## src/rtl/pll_ctrl_pkg.sv

```systemverilog
// pll_ctrl_pkg -- shared definitions for the PLL phase-shift controller.
// Holds the controller state encoding, the PLL output channel codes and a
// saturating increment helper for the lock-loss counter.
package pll_ctrl_pkg;

  typedef enum logic [2:0] {
    ST_RESET     = 3'd0,
    ST_WAIT_LOCK = 3'd1,
    ST_IDLE      = 3'd2,
    ST_SETUP     = 3'd3,
    ST_STEP_LO   = 3'd4,
    ST_STEP_GAP  = 3'd5
  } state_t;

  // Output channel codes as presented on phasesel.
  localparam logic [1:0] CH_CLKOP  = 2'd0;
  localparam logic [1:0] CH_CLKOS  = 2'd1;
  localparam logic [1:0] CH_CLKOS2 = 2'd2;
  localparam logic [1:0] CH_CLKOS3 = 2'd3;

  // phasesel/phasedir must be stable this many cycles before the first step.
  localparam int SETUP_CYCLES = 2;

  function automatic logic [7:0] sat_inc8(input logic [7:0] v);
    return (v == 8'hFF) ? v : (v + 8'd1);
  endfunction

endpackage

```

## src/rtl/pll_phase_ctrl_lock_filter.sv

```systemverilog
// lock_filter -- brings the asynchronous PLL LOCK into the clk domain and
// qualifies it.
//   clk, reset     : clock, asynchronous active-high reset
//   i_lock_async   : raw PLL LOCK
//   i_clr          : holds the consecutive-high counter at zero
//   o_synced       : LOCK after the two-flop synchroniser
//   o_qualified    : high once o_synced has been high LOCK_FILTER cycles in a row
module lock_filter
  import pll_ctrl_pkg::*;
#(
  parameter int LOCK_FILTER = 255
) (
  input  logic clk,
  input  logic reset,
  input  logic i_lock_async,
  input  logic i_clr,
  output logic o_synced,
  output logic o_qualified
);

  localparam int CW = $clog2(LOCK_FILTER + 1);
  localparam logic [CW-1:0] FILT_MAX = CW'(LOCK_FILTER);
  localparam logic [CW-1:0] FILT_THR = CW'(LOCK_FILTER - 1);

  logic          r_sync1;
  logic          r_sync2;
  logic [CW-1:0] r_cnt;
  logic          r_qual;

  // Two-flop synchroniser for the asynchronous LOCK input.
  always_ff @(posedge clk or posedge reset) begin
    if (reset) begin
      r_sync1 <= 1'b0;
      r_sync2 <= 1'b0;
    end else begin
      r_sync1 <= i_lock_async;
      r_sync2 <= r_sync1;
    end
  end

  // Consecutive-high counter; any low cycle or clear restarts it, it saturates at the target.
  always_ff @(posedge clk or posedge reset) begin
    if (reset) begin
      r_cnt  <= {CW{1'b0}};
      r_qual <= 1'b0;
    end else if (i_clr || !r_sync2) begin
      r_cnt  <= {CW{1'b0}};
      r_qual <= 1'b0;
    end else if (r_cnt >= FILT_THR) begin
      r_cnt  <= FILT_MAX;
      r_qual <= 1'b1;
    end else begin
      r_cnt  <= r_cnt + CW'(1'b1);
      r_qual <= 1'b0;
    end
  end

  assign o_synced    = r_sync2;
  assign o_qualified = r_qual;

endmodule

```

## src/rtl/pll_phase_ctrl.sv

```systemverilog
// pll_phase_ctrl -- PLL reset/lock sequencer and dynamic phase-shift engine.
//   clk, reset                          : clock, asynchronous active-high reset
//   pll_lock                            : raw PLL LOCK (asynchronous)
//   req_valid/req_sel/req_dir/req_count : phase-shift command, taken when req_ready
//   req_ready, done                     : accept strobe window, completion pulse
//   pll_rst                             : PLL RST drive
//   phasesel/phasedir/phasestep/phaseloadreg : PLL dynamic phase pins
//   locked, relock_cnt                  : qualified lock, saturating lock-loss count
module pll_phase_ctrl
  import pll_ctrl_pkg::*;
#(
  parameter int RST_CYCLES  = 16,
  parameter int LOCK_FILTER = 255,
  parameter int STEP_LOW    = 4,
  parameter int STEP_GAP    = 4
) (
  input  logic       clk,
  input  logic       reset,
  input  logic       pll_lock,
  input  logic       req_valid,
  input  logic [1:0] req_sel,
  input  logic       req_dir,
  input  logic [3:0] req_count,
  output logic       req_ready,
  output logic       done,
  output logic       pll_rst,
  output logic [1:0] phasesel,
  output logic       phasedir,
  output logic       phasestep,
  output logic       phaseloadreg,
  output logic       locked,
  output logic [7:0] relock_cnt
);

  localparam int HW   = $clog2(RST_CYCLES + 1);
  localparam int TMAX = (STEP_LOW > STEP_GAP)
                        ? ((STEP_LOW > SETUP_CYCLES) ? STEP_LOW : SETUP_CYCLES)
                        : ((STEP_GAP > SETUP_CYCLES) ? STEP_GAP : SETUP_CYCLES);
  localparam int TW   = $clog2(TMAX + 1);

  localparam logic [HW-1:0] HOLD_LAST  = HW'(RST_CYCLES - 1);
  localparam logic [TW-1:0] SETUP_LAST = TW'(SETUP_CYCLES - 1);
  localparam logic [TW-1:0] LOW_LAST   = TW'(STEP_LOW - 1);
  localparam logic [TW-1:0] GAP_LAST   = TW'(STEP_GAP - 1);

  state_t        r_state;
  logic [HW-1:0] r_hold;
  logic [TW-1:0] r_tmr;
  logic [3:0]    r_steps;
  logic          r_pll_rst;
  logic          r_ready;
  logic          r_done;
  logic          r_locked;
  logic          r_phasestep;
  logic          r_phaseloadreg;
  logic [1:0]    r_phasesel;
  logic          r_phasedir;
  logic [7:0]    r_relock_cnt;

  logic w_sync;
  logic w_qual;
  logic w_filt_clr;
  logic w_abort;

  // The filter only accumulates while waiting for lock, so it starts fresh every attempt.
  assign w_filt_clr = (r_state != ST_WAIT_LOCK);

  // Lock loss is fatal in every operational state; WAIT_LOCK only restarts the filter.
  assign w_abort = !w_sync && ((r_state == ST_IDLE)    || (r_state == ST_SETUP) ||
                               (r_state == ST_STEP_LO) || (r_state == ST_STEP_GAP));

  lock_filter #(
    .LOCK_FILTER (LOCK_FILTER)
  ) u_lock_filter (
    .clk          (clk),
    .reset        (reset),
    .i_lock_async (pll_lock),
    .i_clr        (w_filt_clr),
    .o_synced     (w_sync),
    .o_qualified  (w_qual)
  );

  // Main sequencer: reset hold, lock wait, command accept and step generation.
  always_ff @(posedge clk or posedge reset) begin
    if (reset) begin
      r_state        <= ST_RESET;
      r_hold         <= {HW{1'b0}};
      r_tmr          <= {TW{1'b0}};
      r_steps        <= 4'd0;
      r_pll_rst      <= 1'b1;
      r_ready        <= 1'b0;
      r_done         <= 1'b0;
      r_locked       <= 1'b0;
      r_phasestep    <= 1'b1;
      r_phaseloadreg <= 1'b1;
      r_phasesel     <= CH_CLKOP;
      r_phasedir     <= 1'b0;
      r_relock_cnt   <= 8'd0;
    end else begin
      r_done         <= 1'b0;
      r_phaseloadreg <= 1'b1;
      if (w_abort) begin
        r_state      <= ST_RESET;
        r_hold       <= {HW{1'b0}};
        r_pll_rst    <= 1'b1;
        r_ready      <= 1'b0;
        r_locked     <= 1'b0;
        r_phasestep  <= 1'b1;
        r_relock_cnt <= sat_inc8(r_relock_cnt);
      end else begin
        case (r_state)
          ST_RESET: begin
            r_pll_rst   <= 1'b1;
            r_ready     <= 1'b0;
            r_locked    <= 1'b0;
            r_phasestep <= 1'b1;
            if (r_hold == HOLD_LAST) begin
              r_hold    <= {HW{1'b0}};
              r_pll_rst <= 1'b0;
              r_state   <= ST_WAIT_LOCK;
            end else begin
              r_hold <= r_hold + HW'(1'b1);
            end
          end
          ST_WAIT_LOCK: begin
            if (w_qual) begin
              r_state  <= ST_IDLE;
              r_locked <= 1'b1;
              r_ready  <= 1'b1;
            end else begin
              r_state <= ST_WAIT_LOCK;
            end
          end
          ST_IDLE: begin
            if (req_valid) begin
              r_phasesel <= req_sel;
              r_phasedir <= req_dir;
              r_steps    <= req_count;
              if (req_count == 4'd0) begin
                // Nothing to step: complete immediately and stay ready.
                r_done <= 1'b1;
              end else begin
                r_state <= ST_SETUP;
                r_ready <= 1'b0;
                r_tmr   <= SETUP_LAST;
              end
            end else begin
              r_state <= ST_IDLE;
            end
          end
          ST_SETUP: begin
            if (r_tmr == {TW{1'b0}}) begin
              r_state     <= ST_STEP_LO;
              r_phasestep <= 1'b0;
              r_tmr       <= LOW_LAST;
            end else begin
              r_tmr <= r_tmr - TW'(1'b1);
            end
          end
          ST_STEP_LO: begin
            if (r_tmr == {TW{1'b0}}) begin
              r_state     <= ST_STEP_GAP;
              r_phasestep <= 1'b1;
              r_tmr       <= GAP_LAST;
            end else begin
              r_tmr <= r_tmr - TW'(1'b1);
            end
          end
          ST_STEP_GAP: begin
            if (r_tmr != {TW{1'b0}}) begin
              r_tmr <= r_tmr - TW'(1'b1);
            end else if (r_steps == 4'd1) begin
              r_state <= ST_IDLE;
              r_done  <= 1'b1;
              r_ready <= 1'b1;
            end else begin
              r_steps     <= r_steps - 4'd1;
              r_state     <= ST_STEP_LO;
              r_phasestep <= 1'b0;
              r_tmr       <= LOW_LAST;
            end
          end
          default: begin
            r_state     <= ST_RESET;
            r_hold      <= {HW{1'b0}};
            r_pll_rst   <= 1'b1;
            r_ready     <= 1'b0;
            r_locked    <= 1'b0;
            r_phasestep <= 1'b1;
          end
        endcase
      end
    end
  end

  assign req_ready    = r_ready;
  assign done         = r_done;
  assign pll_rst      = r_pll_rst;
  assign phasesel     = r_phasesel;
  assign phasedir     = r_phasedir;
  assign phasestep    = r_phasestep;
  assign phaseloadreg = r_phaseloadreg;
  assign locked       = r_locked;
  assign relock_cnt   = r_relock_cnt;

endmodule

```

## config.mk

```make
export PLATFORM = sky130hd
export DESIGN_NAME = pll_phase_ctrl
export DESIGN_NICKNAME = d
export VERILOG_FILES = /design/src/rtl/pll_ctrl_pkg.sv /design/src/rtl/pll_phase_ctrl_lock_filter.sv /design/src/rtl/pll_phase_ctrl.sv
export SDC_FILE = /design/constraint.sdc
export NUM_CORES = 1
export LEC_CHECK = 0
export ABC_CLOCK_PERIOD_IN_PS = 2500
export CAP_MARGIN = 20
export CORE_MARGIN = 8
export CORE_UTILIZATION = 50
export CTS_CLUSTER_DIAMETER = 50
export DETAILED_ROUTE_END_ITERATION = 7
export DONT_BUFFER_PORTS = 1
export PLACE_DENSITY = 0.75
export SYNTH_ARGS = -nofsm -noshare
export SYNTH_HDL_FRONTEND = slang
export SYNTH_SLANG_ARGS = --single-unit
```

## constraint.sdc

```tcl
create_clock -name clk -period 2.5 [get_ports clk]
set_clock_uncertainty 0.05 [all_clocks]
set_input_delay 0.625 -clock clk [delete_from_list [all_inputs] [get_ports clk]]
set_output_delay 0.625 -clock clk [all_outputs]
set_load 0.005 [all_outputs]
```

==> parameters.txt <==
Parameter                              Value

Yosys
  Number of synthesized register bits    42
  Fraction of post-synthesis cell area in the top cell type by area    0.444
  Part of the Yosys area used for sequential elements    0.468
  Count of unique library cells instantiated by Yosys    between 50 and 60
  Post-Syn Area per Cell    10.1 sq um
  Cell type with the largest total area after synthesis    sky130_fd_sc_hd__dfrtp_1
  Post-synth EDFFs    0
  Post-synthesis cell area    2250 sq um
  Synthesis warning total    0
  Async set or reset register ratio after synthesis    1.00
  Number of instances in the synthesized netlist    approximately 220
  Main synth FF type    sky130_fd_sc_hd__dfrtp_1
  Cells taking the most area after synthesis    sky130_fd_sc_hd__dfrtp_1, sky130_fd_sc_hd__ha_1, sky130_fd_sc_hd__nand2_1
  Net count after synthesis    242

Global route
  First-pass GRT wire length    7.28 mm
  Global routing usage on met1    0.150
  Number of global-route vias before repair    around 1.6k
  GR met3 Demand/Resource    0.0459
  Tot GR Track Use    0.127
  Antenna violations before repair    0
  Overflow after GRT    0
  Largest net degree at the start of global routing    18
  Routing usage on met2    0.197
  Busiest layer in global routing    met2

Finish
  Area added between synthesis and finish    6.94%
  Ratio of cells with drive above 1 in the final layout    0.100
  Top library cells by usage in the layout, fill and taps aside    sky130_fd_sc_hd__dfrtp_1, sky130_fd_sc_hd__nand2_1, sky130_fd_sc_hd__nor2_1
  Antenna Diode Count    0
  Fill cell instance count of the final layout    between 300 and 400
  Commonest non-fill, non-tap cell in the layout    sky130_fd_sc_hd__dfrtp_1
  Nets@finish    248
  Post-Layout Inst Area    2410 sq um

Setup path
  Cells along the critical path    ha_1 > nor2b_1 > nor4_2 > nand2_1 > o221ai_1 > mux2i_1
  Required time at the worst-slack endpoint    2.62 ns
  Critical path arrival    2.33 ns
  Path type of the worst setup path    reg2reg
  Crit path launch type    flop
  Capturing element type of the critical path    flop
  Library cell contributing the largest single delay on the critical path    sky130_fd_sc_hd__dfrtp_1
  Crit-path max cell delay    0.51 ns
  Maximum fanout along the worst path    13

Clocking
  Number of clock buffers inserted by TritonCTS    5
  Worst-case clock buffer depth    2
  Number of clock sinks seen by CTS    42
  Count of H-tree levels built during CTS    2
  CTS tree    done
  Number of hold-repair buffers added at the cts stage    0
  Setup fix buffers added after clock tree synthesis    0
  Cell chosen for the clock root    sky130_fd_sc_hd__clkbuf_8
  Clock-pin slew on the worst setup and hold paths    0.08 ns
  Resized Gates After CTS    0
  Source-to-sink clock delay at the later pin of the worst-skew pair    0.30 ns

Timing
  Worst slew margin    0.588
  Worst hold margin    around 0.14 ns
  Ratio of final minimum period to clock period    0.882
  Unrepaired setup endpoints after global routing    false
  Minimum clock period after layout    2.21 ns
  Number of hold violations in the final report    0
  # setup viols final    0
  Worst Tran Pin Value    roughly 0.62 ns
  Setup tns final    0 ns
  Max-slew violations    0
  Max Fclk    0.453 GHz

Route
  Starting DRT DRC Count    115
  DRT antenna net count    0
  Via count normalized by instance count    around 5.7
  Remaining design rule violation count    0
  Vias after detailed routing    about 1.6k
  Total detailed-routing wirelength    4.14 mm
  Pre-Repair DR Iteration Count    4
  WL/cell    around 15 um

Floorplan
  Y dimension of the die    83.1 um
  Starting utilization of the core area    0.517
  Die W    83.1 um
  Floorplan die area    6910 sq um
  Core ar.    4350 sq um
  Cell row count    24
  Boundary Pins    28

Place
  RePlAce Congestion    between 0.8 and 0.9
  Placed standard-cell area    2320 sq um
  Detailed placer's ending HPWL    3.13 mm
  Number of I/O port buffers    0

Pwr
  Maximum vdd ir drop    between 0.3 and 0.4 mV
  Pleak    1.12 nW
  Power density over cell area    479 nW/um^2

Min path
  Classification of the worst-slack hold path    in2async

Run
  Max-Cap Viols    0

Outcome
  Run status    complete, no violations
==> flip-flops by register name, indices dropped and copies added, names as in the netlist, 2 cells and up <==
register	cells
u_lock_filter.r_cnt	8
r_tmr	3
phasesel	2
relock_cnt	8
r_steps	4
r_state	3
r_hold	5
==> cells by family (layout without fill, tap and decap cells) <==
logic type               Yosys count  count (layout)  share of synthesized area
AND/OR/NAND/NOR                   80              80                      0.204
multiplexers                      12              12                     0.0583
XOR/XNOR                          11              11                     0.0428
adder cells (fa/ha/maj)            9               9                     0.0500
AO/OA/AOI/OAI                     47              47                      0.138
flip-flops                        42              42                      0.468
buffers and inverters             20              27                     0.0378
other                              1               1                    0.00167
==> worst max-delay path: cells and delay by family (launching register included) <==
kind                     cells  cell delay, ns
adder cells (fa/ha/maj)      1            0.39
multiplexers                 1            0.17
flip-flops                   1            0.51
AND/OR/NAND/NOR              3            0.77
AO/OA/AOI/OAI                1            0.20
==> routing by layer <==
| layer | part of all wire | vias up |
|---|---|---|
| met2 | 0.46 | 40 |
| li1 | - | 790 |
| met1 | 0.45 | 762 |
| met4 | 0.013 | 0 |
| met3 | 0.078 | 6 |
| met5 | 0 | - |
==> stage by stage <==
stage,util,setup WS [ns],total power [mW],cells
2_1_floorplan,-,0.456,0.726,222
4_1_cts,0.553,0.304,1.17,281
6_report,0.553,0.294,1.15,281
5_1_grt,0.553,0.155,1.20,281
3_3_place_gp,0.533,0.408,0.735,273
3_5_place_dp,0.533,0.322,0.736,273
==> path summary, 6_finish.rpt <==
check / from / to / slack, ns / cells past startpoint
hold / removal: reset / u_lock_filter.r_cnt[3]$_DFF_PP0_ / 0.14 / 1
setup / recovery: r_state[1]$_DFFE_PP0P_ / r_state[1]$_DFFE_PP0P_ / 0.29 / 6
setup reg to reg: r_state[1]$_DFFE_PP0P_ / r_state[1]$_DFFE_PP0P_ / 0.29 / 6
min in group clk: pll_lock / u_lock_filter.r_sync1$_DFF_PP0_ / 0.30 / 0
hold reg to reg: u_lock_filter.r_sync1$_DFF_PP0_ / u_lock_filter.o_synced$_DFF_PP0_ / 0.31 / 0
max in group asynchronous: reset / pll_rst$_DFFE_PP1P_ / 1.65 / 2
==> cell type report <==
cell class	count	area (sq um)	area share
Sequential cell	42	1050	0.437
Inverter	14	52.6	0.0218
Tap cell	52	65.1	0.0270
Clock inverter	2	13.8	0.00571
Timing Repair Buffer	5	37.5	0.0156
Multi-Input combinational cell	160	1110	0.462
Clock buffer	6	72.6	0.0301
==> Yosys cell counts (3+ instances only) <==
| cell | count |
|---|---|
| sky130_fd_sc_hd__nand2b_1 | 6 |
| sky130_fd_sc_hd__nor2b_1 | 5 |
| sky130_fd_sc_hd__xor2_1 | 5 |
| sky130_fd_sc_hd__nand3_1 | 10 |
| sky130_fd_sc_hd__mux2i_1 | 6 |
| sky130_fd_sc_hd__o21ai_0 | 5 |
| sky130_fd_sc_hd__and3_1 | 5 |
| sky130_fd_sc_hd__nor3_1 | 3 |
| sky130_fd_sc_hd__xnor2_1 | 6 |
| sky130_fd_sc_hd__nand2_1 | 21 |
| sky130_fd_sc_hd__ha_1 | 9 |
| sky130_fd_sc_hd__o21ai_1 | 4 |
| sky130_fd_sc_hd__a31oi_1 | 3 |
| sky130_fd_sc_hd__mux2_1 | 5 |
| sky130_fd_sc_hd__inv_1 | 14 |
| sky130_fd_sc_hd__a21oi_1 | 13 |
| sky130_fd_sc_hd__o22ai_1 | 3 |
| sky130_fd_sc_hd__dfrtp_1 | 40 |
| sky130_fd_sc_hd__nor2_1 | 14 |
==> report_power, final <==
group | total [mW] | leakage (nW) | switching, mW | internal (mW)
registers | 0.691 | 0.552 | 0.00646 | 0.684
clock network | 0.432 | 0.0452 | 0.235 | 0.197
logic | 0.0301 | 0.524 | 0.0211 | 0.00899
total | 1.15 | 1.12 | 0.262 | 0.890
Power figures use the tool's default switching activity.
